**config.mk**
```make
export PLATFORM = sky130hd
export DESIGN_NAME = traffic_phase_ctrl
export DESIGN_NICKNAME = d
export VERILOG_FILES = /design/src/rtl/traffic_phase_ctrl.sv
export SDC_FILE = /design/constraint.sdc
export NUM_CORES = 1
export LEC_CHECK = 0
export ABC_AREA = 1
export ABC_CLOCK_PERIOD_IN_PS = 3800
export CAP_MARGIN = 10
export CORE_MARGIN = 8
export CORE_UTILIZATION = 59
export DETAILED_ROUTE_END_ITERATION = 7
export PLACE_DENSITY = 0.83
export SLEW_MARGIN = 15
export SYNTH_ARGS = -nofsm -noshare
export SYNTH_HDL_FRONTEND = slang
export SYNTH_SLANG_ARGS = --single-unit
```
**constraint.sdc**
```tcl
create_clock -name clk -period 3.8 [get_ports clk]
set_clock_uncertainty 0.1 [all_clocks]
set_input_delay 0.38 -clock clk [delete_from_list [all_inputs] [get_ports clk]]
set_output_delay 0.38 -clock clk [all_outputs]
set_load 0.02 [all_outputs]
```
**src/rtl/traffic_phase_ctrl.sv**
```systemverilog
// traffic_phase_ctrl
//   Generates the traffic_state code consumed by pwm_driver. It steps
//   RED -> GREEN -> YELLOW -> RED, timing each phase in prescaler ticks.
//   Latched pedestrian requests shorten GREEN and are served by a walk RED.
//   An emergency input forces GREEN to YELLOW and holds RED.
//
// Ports
//   clk           system clock
//   rst           synchronous active-high reset
//   enable        runs the prescaler and phase timers; low freezes them
//   ped_req       pedestrian request (level or pulse)
//   emerg         emergency override (level)
//   traffic_state 00 RED, 01 GREEN, 10 YELLOW
//   remaining     ticks left in the current phase, including the current one
//   state_change  one-cycle pulse in the first cycle of a new phase
//   ped_ack       one-cycle pulse when a walk RED begins
//   ped_walk      high for the whole walk RED
//
// state  | meaning
// RED    | stop; walk phase when a request was pending at entry
// GREEN  | go; may end early on a pending request after MIN_GRN ticks
// YELLOW | clearance; always completes

module traffic_phase_ctrl #(
    parameter int unsigned TICK_DIV = 1000,
    parameter int unsigned RED_T    = 20,
    parameter int unsigned GRN_T    = 30,
    parameter int unsigned YEL_T    = 5,
    parameter int unsigned MIN_GRN  = 10,
    parameter int unsigned CNT_W    = 16
) (
    input  logic             clk,
    input  logic             rst,
    input  logic             enable,
    input  logic             ped_req,
    input  logic             emerg,
    output logic [1:0]       traffic_state,
    output logic [CNT_W-1:0] remaining,
    output logic             state_change,
    output logic             ped_ack,
    output logic             ped_walk
);

    localparam int unsigned PRE_W = $clog2(TICK_DIV);

    localparam logic [PRE_W-1:0] PRE_MAX = PRE_W'(TICK_DIV - 1);
    localparam logic [PRE_W-1:0] PRE_ONE = PRE_W'(1);
    localparam logic [CNT_W-1:0] CNT_ONE = CNT_W'(1);
    localparam logic [CNT_W-1:0] RED_LD  = CNT_W'(RED_T);
    localparam logic [CNT_W-1:0] GRN_LD  = CNT_W'(GRN_T);
    localparam logic [CNT_W-1:0] YEL_LD  = CNT_W'(YEL_T);
    // A tick completing with remaining at or below this value brings the
    // elapsed GREEN ticks (including the one completing) up to MIN_GRN.
    localparam logic [CNT_W-1:0] EARLY_REM = CNT_W'(GRN_T + 1 - MIN_GRN);

    typedef enum logic [1:0] {
        ST_RED    = 2'b00,
        ST_GREEN  = 2'b01,
        ST_YELLOW = 2'b10
    } state_e;

    state_e           state_q, state_d;
    logic [CNT_W-1:0] rem_q, rem_d;
    logic [PRE_W-1:0] presc_q, presc_d;
    logic             pending_q, pending_d;
    logic             emerg_q;
    logic             sc_q, sc_d;
    logic             ack_q, ack_d;
    logic             walk_q, walk_d;

    logic             tick;
    logic             go;
    state_e           nxt;

    assign tick = enable && (presc_q == PRE_MAX);

    always_comb begin
        state_d   = state_q;
        rem_d     = rem_q;
        presc_d   = presc_q;
        pending_d = pending_q;
        sc_d      = 1'b0;
        ack_d     = 1'b0;
        walk_d    = walk_q;
        go        = 1'b0;
        nxt       = state_q;

        if (enable) begin
            presc_d = (presc_q == PRE_MAX) ? '0 : presc_q + PRE_ONE;
        end

        if (ped_req && !walk_q) begin
            pending_d = 1'b1;
        end

        unique case (state_q)
            ST_RED: begin
                if (emerg_q && !emerg) begin
                    // Emergency just released: restart a full RED silently.
                    rem_d   = RED_LD;
                    presc_d = '0;
                end else if (tick) begin
                    if (rem_q != CNT_ONE) begin
                        rem_d = rem_q - CNT_ONE;
                    end else if (!emerg) begin
                        go  = 1'b1;
                        nxt = ST_GREEN;
                    end
                end
            end
            ST_GREEN: begin
                if (emerg) begin
                    go  = 1'b1;
                    nxt = ST_YELLOW;
                end else if (tick) begin
                    if (rem_q == CNT_ONE || (pending_q && rem_q <= EARLY_REM)) begin
                        go  = 1'b1;
                        nxt = ST_YELLOW;
                    end else begin
                        rem_d = rem_q - CNT_ONE;
                    end
                end
            end
            ST_YELLOW: begin
                if (tick) begin
                    if (rem_q == CNT_ONE) begin
                        go  = 1'b1;
                        nxt = ST_RED;
                    end else begin
                        rem_d = rem_q - CNT_ONE;
                    end
                end
            end
            default: begin
                go  = 1'b1;
                nxt = ST_RED;
            end
        endcase

        if (go) begin
            state_d = nxt;
            presc_d = '0;
            sc_d    = 1'b1;
            walk_d  = 1'b0;
            unique case (nxt)
                ST_GREEN:  rem_d = GRN_LD;
                ST_YELLOW: rem_d = YEL_LD;
                default: begin
                    rem_d     = RED_LD;
                    pending_d = 1'b0;
                    ack_d     = pending_q;
                    walk_d    = pending_q;
                end
            endcase
        end
    end

    always_ff @(posedge clk) begin
        if (rst) begin
            state_q   <= ST_RED;
            rem_q     <= RED_LD;
            presc_q   <= '0;
            pending_q <= 1'b0;
            emerg_q   <= 1'b0;
            sc_q      <= 1'b0;
            ack_q     <= 1'b0;
            walk_q    <= 1'b0;
        end else begin
            state_q   <= state_d;
            rem_q     <= rem_d;
            presc_q   <= presc_d;
            pending_q <= pending_d;
            emerg_q   <= emerg;
            sc_q      <= sc_d;
            ack_q     <= ack_d;
            walk_q    <= walk_d;
        end
    end

    assign traffic_state = state_q;
    assign remaining     = rem_q;
    assign state_change  = sc_q;
    assign ped_ack       = ack_q;
    assign ped_walk      = walk_q;

endmodule

```
Word-level counts from Yosys, hierarchy flattened

Cells that the tools add are included.

Add/subtract/negate cells: 2
Multipliers: 0
Div/mod/pow operators: 0
$lt $le $gt $ge: 1
Equal/unequal tests: 14
Shifts and indexed selects: 0
Muxes and demuxes: 40
Bitwise logic cells: 1
Reduce and logical (&&, ||, !) cells: 13

Operator list:

| kind                    | count |
|---|---|
| $mux W16                | 9 |
| $pmux W16 S3            | 1 |
| $mux W10                | 4 |
| $mux W2                 | 9 |
| $eq A16 B1 Y1 const B   | 1 |
| $le A16 B5 Y1 const B   | 1 |
| $ne A16 B1 Y1 const B   | 1 |
| $sub A16 B1 Y16 const B | 1 |
| $ne A3 B3 Y1 const B    | 5 |
| $mux W1                 | 14 |
| $add A10 B1 Y10 const B | 1 |
| $eq A10 B10 Y1 const B  | 1 |
| $pmux W5 S2             | 1 |
| $ne A4 B4 Y1 const B    | 2 |
| $reduce_and A8 Y1       | 1 |
| $pmux W2 S3             | 1 |
| $reduce_or A2 Y1        | 3 |
| $eq A2 B1 Y1 const B    | 2 |
| $eq A2 B2 Y1 const B    | 2 |
| $logic_and A1 B1 Y1     | 4 |
| $reduce_bool A4 Y1      | 1 |
| $pmux W1 S3             | 1 |
| $logic_not A1 Y1        | 2 |
| $logic_not A2 Y1        | 1 |
| other kinds (2)         | 2 |

Flip-flop bits (word level): 33
Bits in latches: 0
Bits in writable memories: 0
Memory bits (read-only): 0
Bits of input ports: 5
Word-level logic and storage cells: 79
Memories: 0

Logic depth before layout (Yosys ltp)

Depth in word-level cells: 11
Gate-level depth with buffers: 19
Mapped depth without buffers: 19

Worst setup path after synthesis

Ideal clock, no wire load.

Kind: register to register
From: register rem_q[0], in the netlist remaining[0]
To: register walk_q, in the netlist ped_walk
Setup time: 119 ps
Arrival: 1981 ps
Required time: 3581 ps
Setup slack: 1600 ps
Stages on the path, launching flop included: 18
Path buffers: 0
Period minus slack after synthesis: 2200 ps
Cells stage by stage: dfxtp_1 > inv_1 > ha_1 > inv_1 > nand3_1 > nand2_1 > nand2_1 > nand3_1 > nand2_1 > nand2_1 > nand2_1 > nand2_2 > nand2_1 > nand2_1 > inv_1 > ha_1 > nand4_1 > o21ai_1

Longest elaborated chain between the ends: 10
Elaborated cells on any way between the ends: 27
Classes of those cells: order compare (1); eq/ne (4); mux (19); reduce/logical (3)

RTL lines:

| item                                                | line | RTL |
|---|---|---|
| start, declared                                     | 63   | `logic [CNT_W-1:0] rem_q, rem_d;` |
| start signal, assigned                              | 170  | `rem_q <= rem_d;` |
| $le A16 B5 Y1                                       | 116  | `if (rem_q == CNT_ONE \|\| (pending_q && rem_q <= EARLY_REM)) begin` |
| $logic_and A1 B1 Y1                                 | 116  |  |
| $logic_or A1 B1 Y1                                  | 116  |  |
| $mux W2                                             | 116  |  |
| $mux W2                                             | 115  | `end else if (tick) begin` |
| $mux W2                                             | 112  | `if (emerg) begin` |
| $pmux W2 S3 *                                       | 96   | `unique case (state_q)` |
| net nxt[1]                                          | 73   | `state_e nxt;` |
| $eq A2 B2 Y1 / $eq A2 B1 Y1 (equally long branches) | 145  | `unique case (nxt)` |
| $reduce_or A2 Y1 (no source line) *                 | -    |  |
| $mux W1 *                                           | -    |  |
| end signal, assigned                                | 176  | `walk_q <= walk_d;` |
| end, declared                                       | 69   | `logic walk_q, walk_d;` |

The timed path passes the listed nets; every way through them passes the cells marked *.
A chain may end at the register's enable or synchronous reset.

Worst setup path in the final report

From: register state_q[1], in the netlist traffic_state[1]
To: register rem_q[6], in the netlist remaining[6]

Longest elaborated chain between the ends: 4
Elaborated cells on any way between the ends: 15
Classes of those cells: eq/ne (9); mux (3); reduce/logical (3)

RTL lines:

| item                                                        | line | RTL |
|---|---|---|
| start, declared                                             | 62   | `state_e state_q, state_d;` |
| start signal, assigned                                      | 169  | `state_q <= state_d;` |
| $eq A2 B2 Y1, or another cell as far along                  | 96   |  |
| $pmux W1 S3                                                 | 96   |  |
| $ne A4 B4 Y1 (no source line), or another cell as far along | -    |  |
| $reduce_and A8 Y1 (no source line)                          | -    |  |

Several ways; a longest one is shown, not always the timed one.

==> metrics.txt <==
critical hold path startpoint presc_q[1]; async set or reset register ratio after synthesis 0%; Clock Tree Root clkbuf_4; final cycle utilization of the critical path 65.83%; Pre-antenna DRT Iters 4; post-synthesis cell type with the largest combined area dfxtp_1; Ant. Diodes 0; setup slack, reg-to-reg 1.30 ns; number of enable-type register cells in the synthesized netlist 0; worst setup slack after placement 1.111 ns; synthesis-to-layout area growth 18.35%; highest net fanout along the worst path 12; drt drc 0; count of buffers inserted at the top-level ports 25; CP max-delay cell dfxtp_1; post-route total power 0.0006977 W; count of final max-slew check failures 0; worst min-delay path class flop to flop; WS Path Type flop to flop; TritonCTS Buffers 5; min cycle time layout 2.502 ns; switching power summed over all nets 0.0001645 W; status complete, no violations; startpoint of the worst register-to-register path traffic_state[1]; Synth top area share 32.41%; number of core rows 21; measured slew at the worst slew-check pin 0.5558 ns; top cell family by delay on the critical path simple AND/OR/NAND/NOR gates; Gate Count Post-Synth 303; number of distinct library cells after synthesis 31; synthesized netlist net count 318; count of cells along the worst register-to-register path 12; number of register bits inferred by synthesis 33; Cell Area, Synth 2038 um2; clock network power share 39.5%; final-report setup violation count 0; clock insertion delay at the later pin of the skew report 0.35 ns; capture point of the worst reg-to-reg path remaining[6]; depth of the worst hold-timing path 2; pwr/cell area 289.2 nW/um2; number of buffers between clock root and the deepest sink 2; most frequent cells in the layout 71 x nand2_1, 46 x nor2_1, 37 x inv_1; Core Footprint 3337 um2; proportion of power drawn by flip-flops and latches 51.2%; max frequency 0.3998 GHz; area of the die 5591 um2; crit path DAT 2.63 ns; total of cells resized after clock tree synthesis 0; final global-route overflow total 0; Starting DRT DRC Count 177; detail-routed via count per cell 5.132; Slowest Stage Delay on Critical Path 0.46 ns; clock tree from TritonCTS done; Combinational Power Share 9.2%; Synth Flop Type dfxtp_1; internal power 0.0005332 W; headroom to the max-slew limit 62.66%; via count of the first global-routing pass 1,825; post-DR wirelength/cell 11.82 um; fraction of the yosys area taken by sequential cells 32.41%; most frequent CP cell nand2_1; final hold vios 0; most common library cell in the layout ignoring fill and taps nand2_1; buffers inserted during post-CTS setup optimization 0; count of maximum capacitance violations 0; Setup crit start kind flop; combined global-route utilization of all metal layers 17.55%; final routed wirelength across all metal layers 4493 um; count of synthesis-stage warnings from yosys 0; total half-perimeter wirelength after legalization and detailed placement 3416 um; level count of the clock H-tree 2; net switching share of the total power 23.57%; setup repair after global routing missed its margin false; Post-Synthesis Mean Instance Area 6.727 um2; clock input transition at the sequential cells of the worst setup and hold paths 0.11 ns; leading post-synthesis cells by cell area dfxtp_1 32%, nand2_1 13%, nor2_1 8.5%; share of final-layout standard cells stronger than drive strength 1 9.581%; leakage 1.059 nW; number of buffers inserted by hold repair at cts 0; initial cell density of the core 61.08%; Max VDD drop 0.0002186 V; number of primary I/O pins 26; number of clock sinks 33; wire length of the first global-routing pass 7672 um; critical path buffer and inverter count 2; Final Worst Setup Slack 1.298 ns; floorplan die width 74.78 um; chain of cells forming the critical path inv_1 -> ha_1 -> a21oi_1 -> nand2_1 -> nand2_1 -> nand2_1 -> nor2_2 -> nand2_1 -> inv_1 -> nand2_1 -> xor2_1 -> nor2_1; antenna-violating nets left 0; setup TNS 0 ns; count of vias placed by the detailed router 1,950; post-layout net count 348; worst path required time 3.93 ns; nature of the critical path endpoint flop; number of antenna violations at the first check in global routing 0; largest net degree at the start of global routing 13; Die Y-Extent 74.78 um; final weighted congestion of routability-driven global placement 0.8953; worst min-delay path endpoint presc_q[1]
-- worst max-delay path by stage --
stage | depth (start not counted) | startpoint | endpoint | slack [ns]
after floorplan | 17 | remaining[0] | ped_walk | 1.60
after global placement | 11 | enable | ped_walk | 1.17
after detailed placement | 11 | enable | ped_walk | 1.11
after CTS | 12 | traffic_state[1] | remaining[6] | 1.33
after global routing | 12 | traffic_state[0] | remaining[8] | 1.04
final | 12 | traffic_state[1] | remaining[6] | 1.30
-- Yosys cell counts, types with 2 or more instances --
| cell | instances |
|---|---|
| o21bai_1 | 3 |
| nor2_2 | 7 |
| nand2_1 | 71 |
| nor3_1 | 6 |
| nand3_1 | 18 |
| a21oi_1 | 15 |
| nand4_1 | 9 |
| o21ai_0 | 8 |
| or2_2 | 2 |
| ha_1 | 10 |
| dfxtp_1 | 33 |
| xnor2_1 | 3 |
| inv_2 | 6 |
| inv_1 | 37 |
| o21ai_1 | 2 |
| xor2_1 | 10 |
| nand2_2 | 3 |
| nor4_1 | 2 |
| nor2_1 | 46 |
-- flip-flops by register name, indices dropped and copies added (netlist names) --
name / cells
ped_walk: 1
state_change: 1
emerg_q: 1
presc_q: 10
traffic_state: 2
ped_ack: 1
pending_q: 1
remaining: 16
-- metrics by stage --
stage	hold slack (ns)	util [%]	std cells	cell area [um2]
floorplan	0.3524	-	303	2038
global placement	0.3748	69.74	372	2327
detailed placement	0.3778	69.74	372	2327
CTS	0.3914	72.29	380	2412
global route	0.4247	72.29	380	2412
finish	0.3960	72.29	380	2412
-- power by group through the flow --
stage / Combinational (W) / Sequential (W) / Clock, W
3_3_place_gp: 0.0000629 / 0.000365 / 0
5_1_grt: 0.0000725 / 0.000359 / 0.000300
2_1_floorplan: 0.0000408 / 0.000368 / 0
6_report: 0.0000645 / 0.000357 / 0.000276
4_1_cts: 0.0000646 / 0.000357 / 0.000280
3_5_place_dp: 0.0000639 / 0.000365 / 0
-- worst min-delay path, delay by kind of cell, from the launching register on --
| kind | cells | cell delay [ns] |
|---|---|---|
| simple gates | 1 | 0.07 |
| flops | 1 | 0.34 |
| compound gates | 1 | 0.05 |
-- final cells by class --
cell class,instances,area [um2]
Tap cell,46,57.56
Timing Repair Buffer,25,250.2
Fill cell,301,924.6
Sequential cell,33,660.6
Multi-Input combinational cell,224,1194
Clock buffer,7,55.05
Inverter,44,165.2
Clock inverter,1,30.03
-- logic make-up (layout without fill, tap and decap cells) --
| logic type | after synthesis | count (layout) | synth area share, % |
|---|---|---|---|
| buf+inv | 46 | 77 | 9.024 |
| simple gates | 170 | 170 | 38.43 |
| compound gates | 31 | 31 | 8.410 |
| flops | 33 | 33 | 32.41 |
| xor+xnor | 13 | 13 | 5.586 |
| fa+ha+maj | 10 | 10 | 6.139 |
-- metal layers --
layer,up-vias,routed length (um),GRT usage [%],part of all wire [%]
met5,-,0,0,0
met4,0,105,9.348,2.3
met3,11,278,5.593,6.2
met2,53,2001,26.91,45
met1,865,2107,21.30,47
li1,1021,-,-,-
No activity file was read; power rests on OpenSTA's default activity.
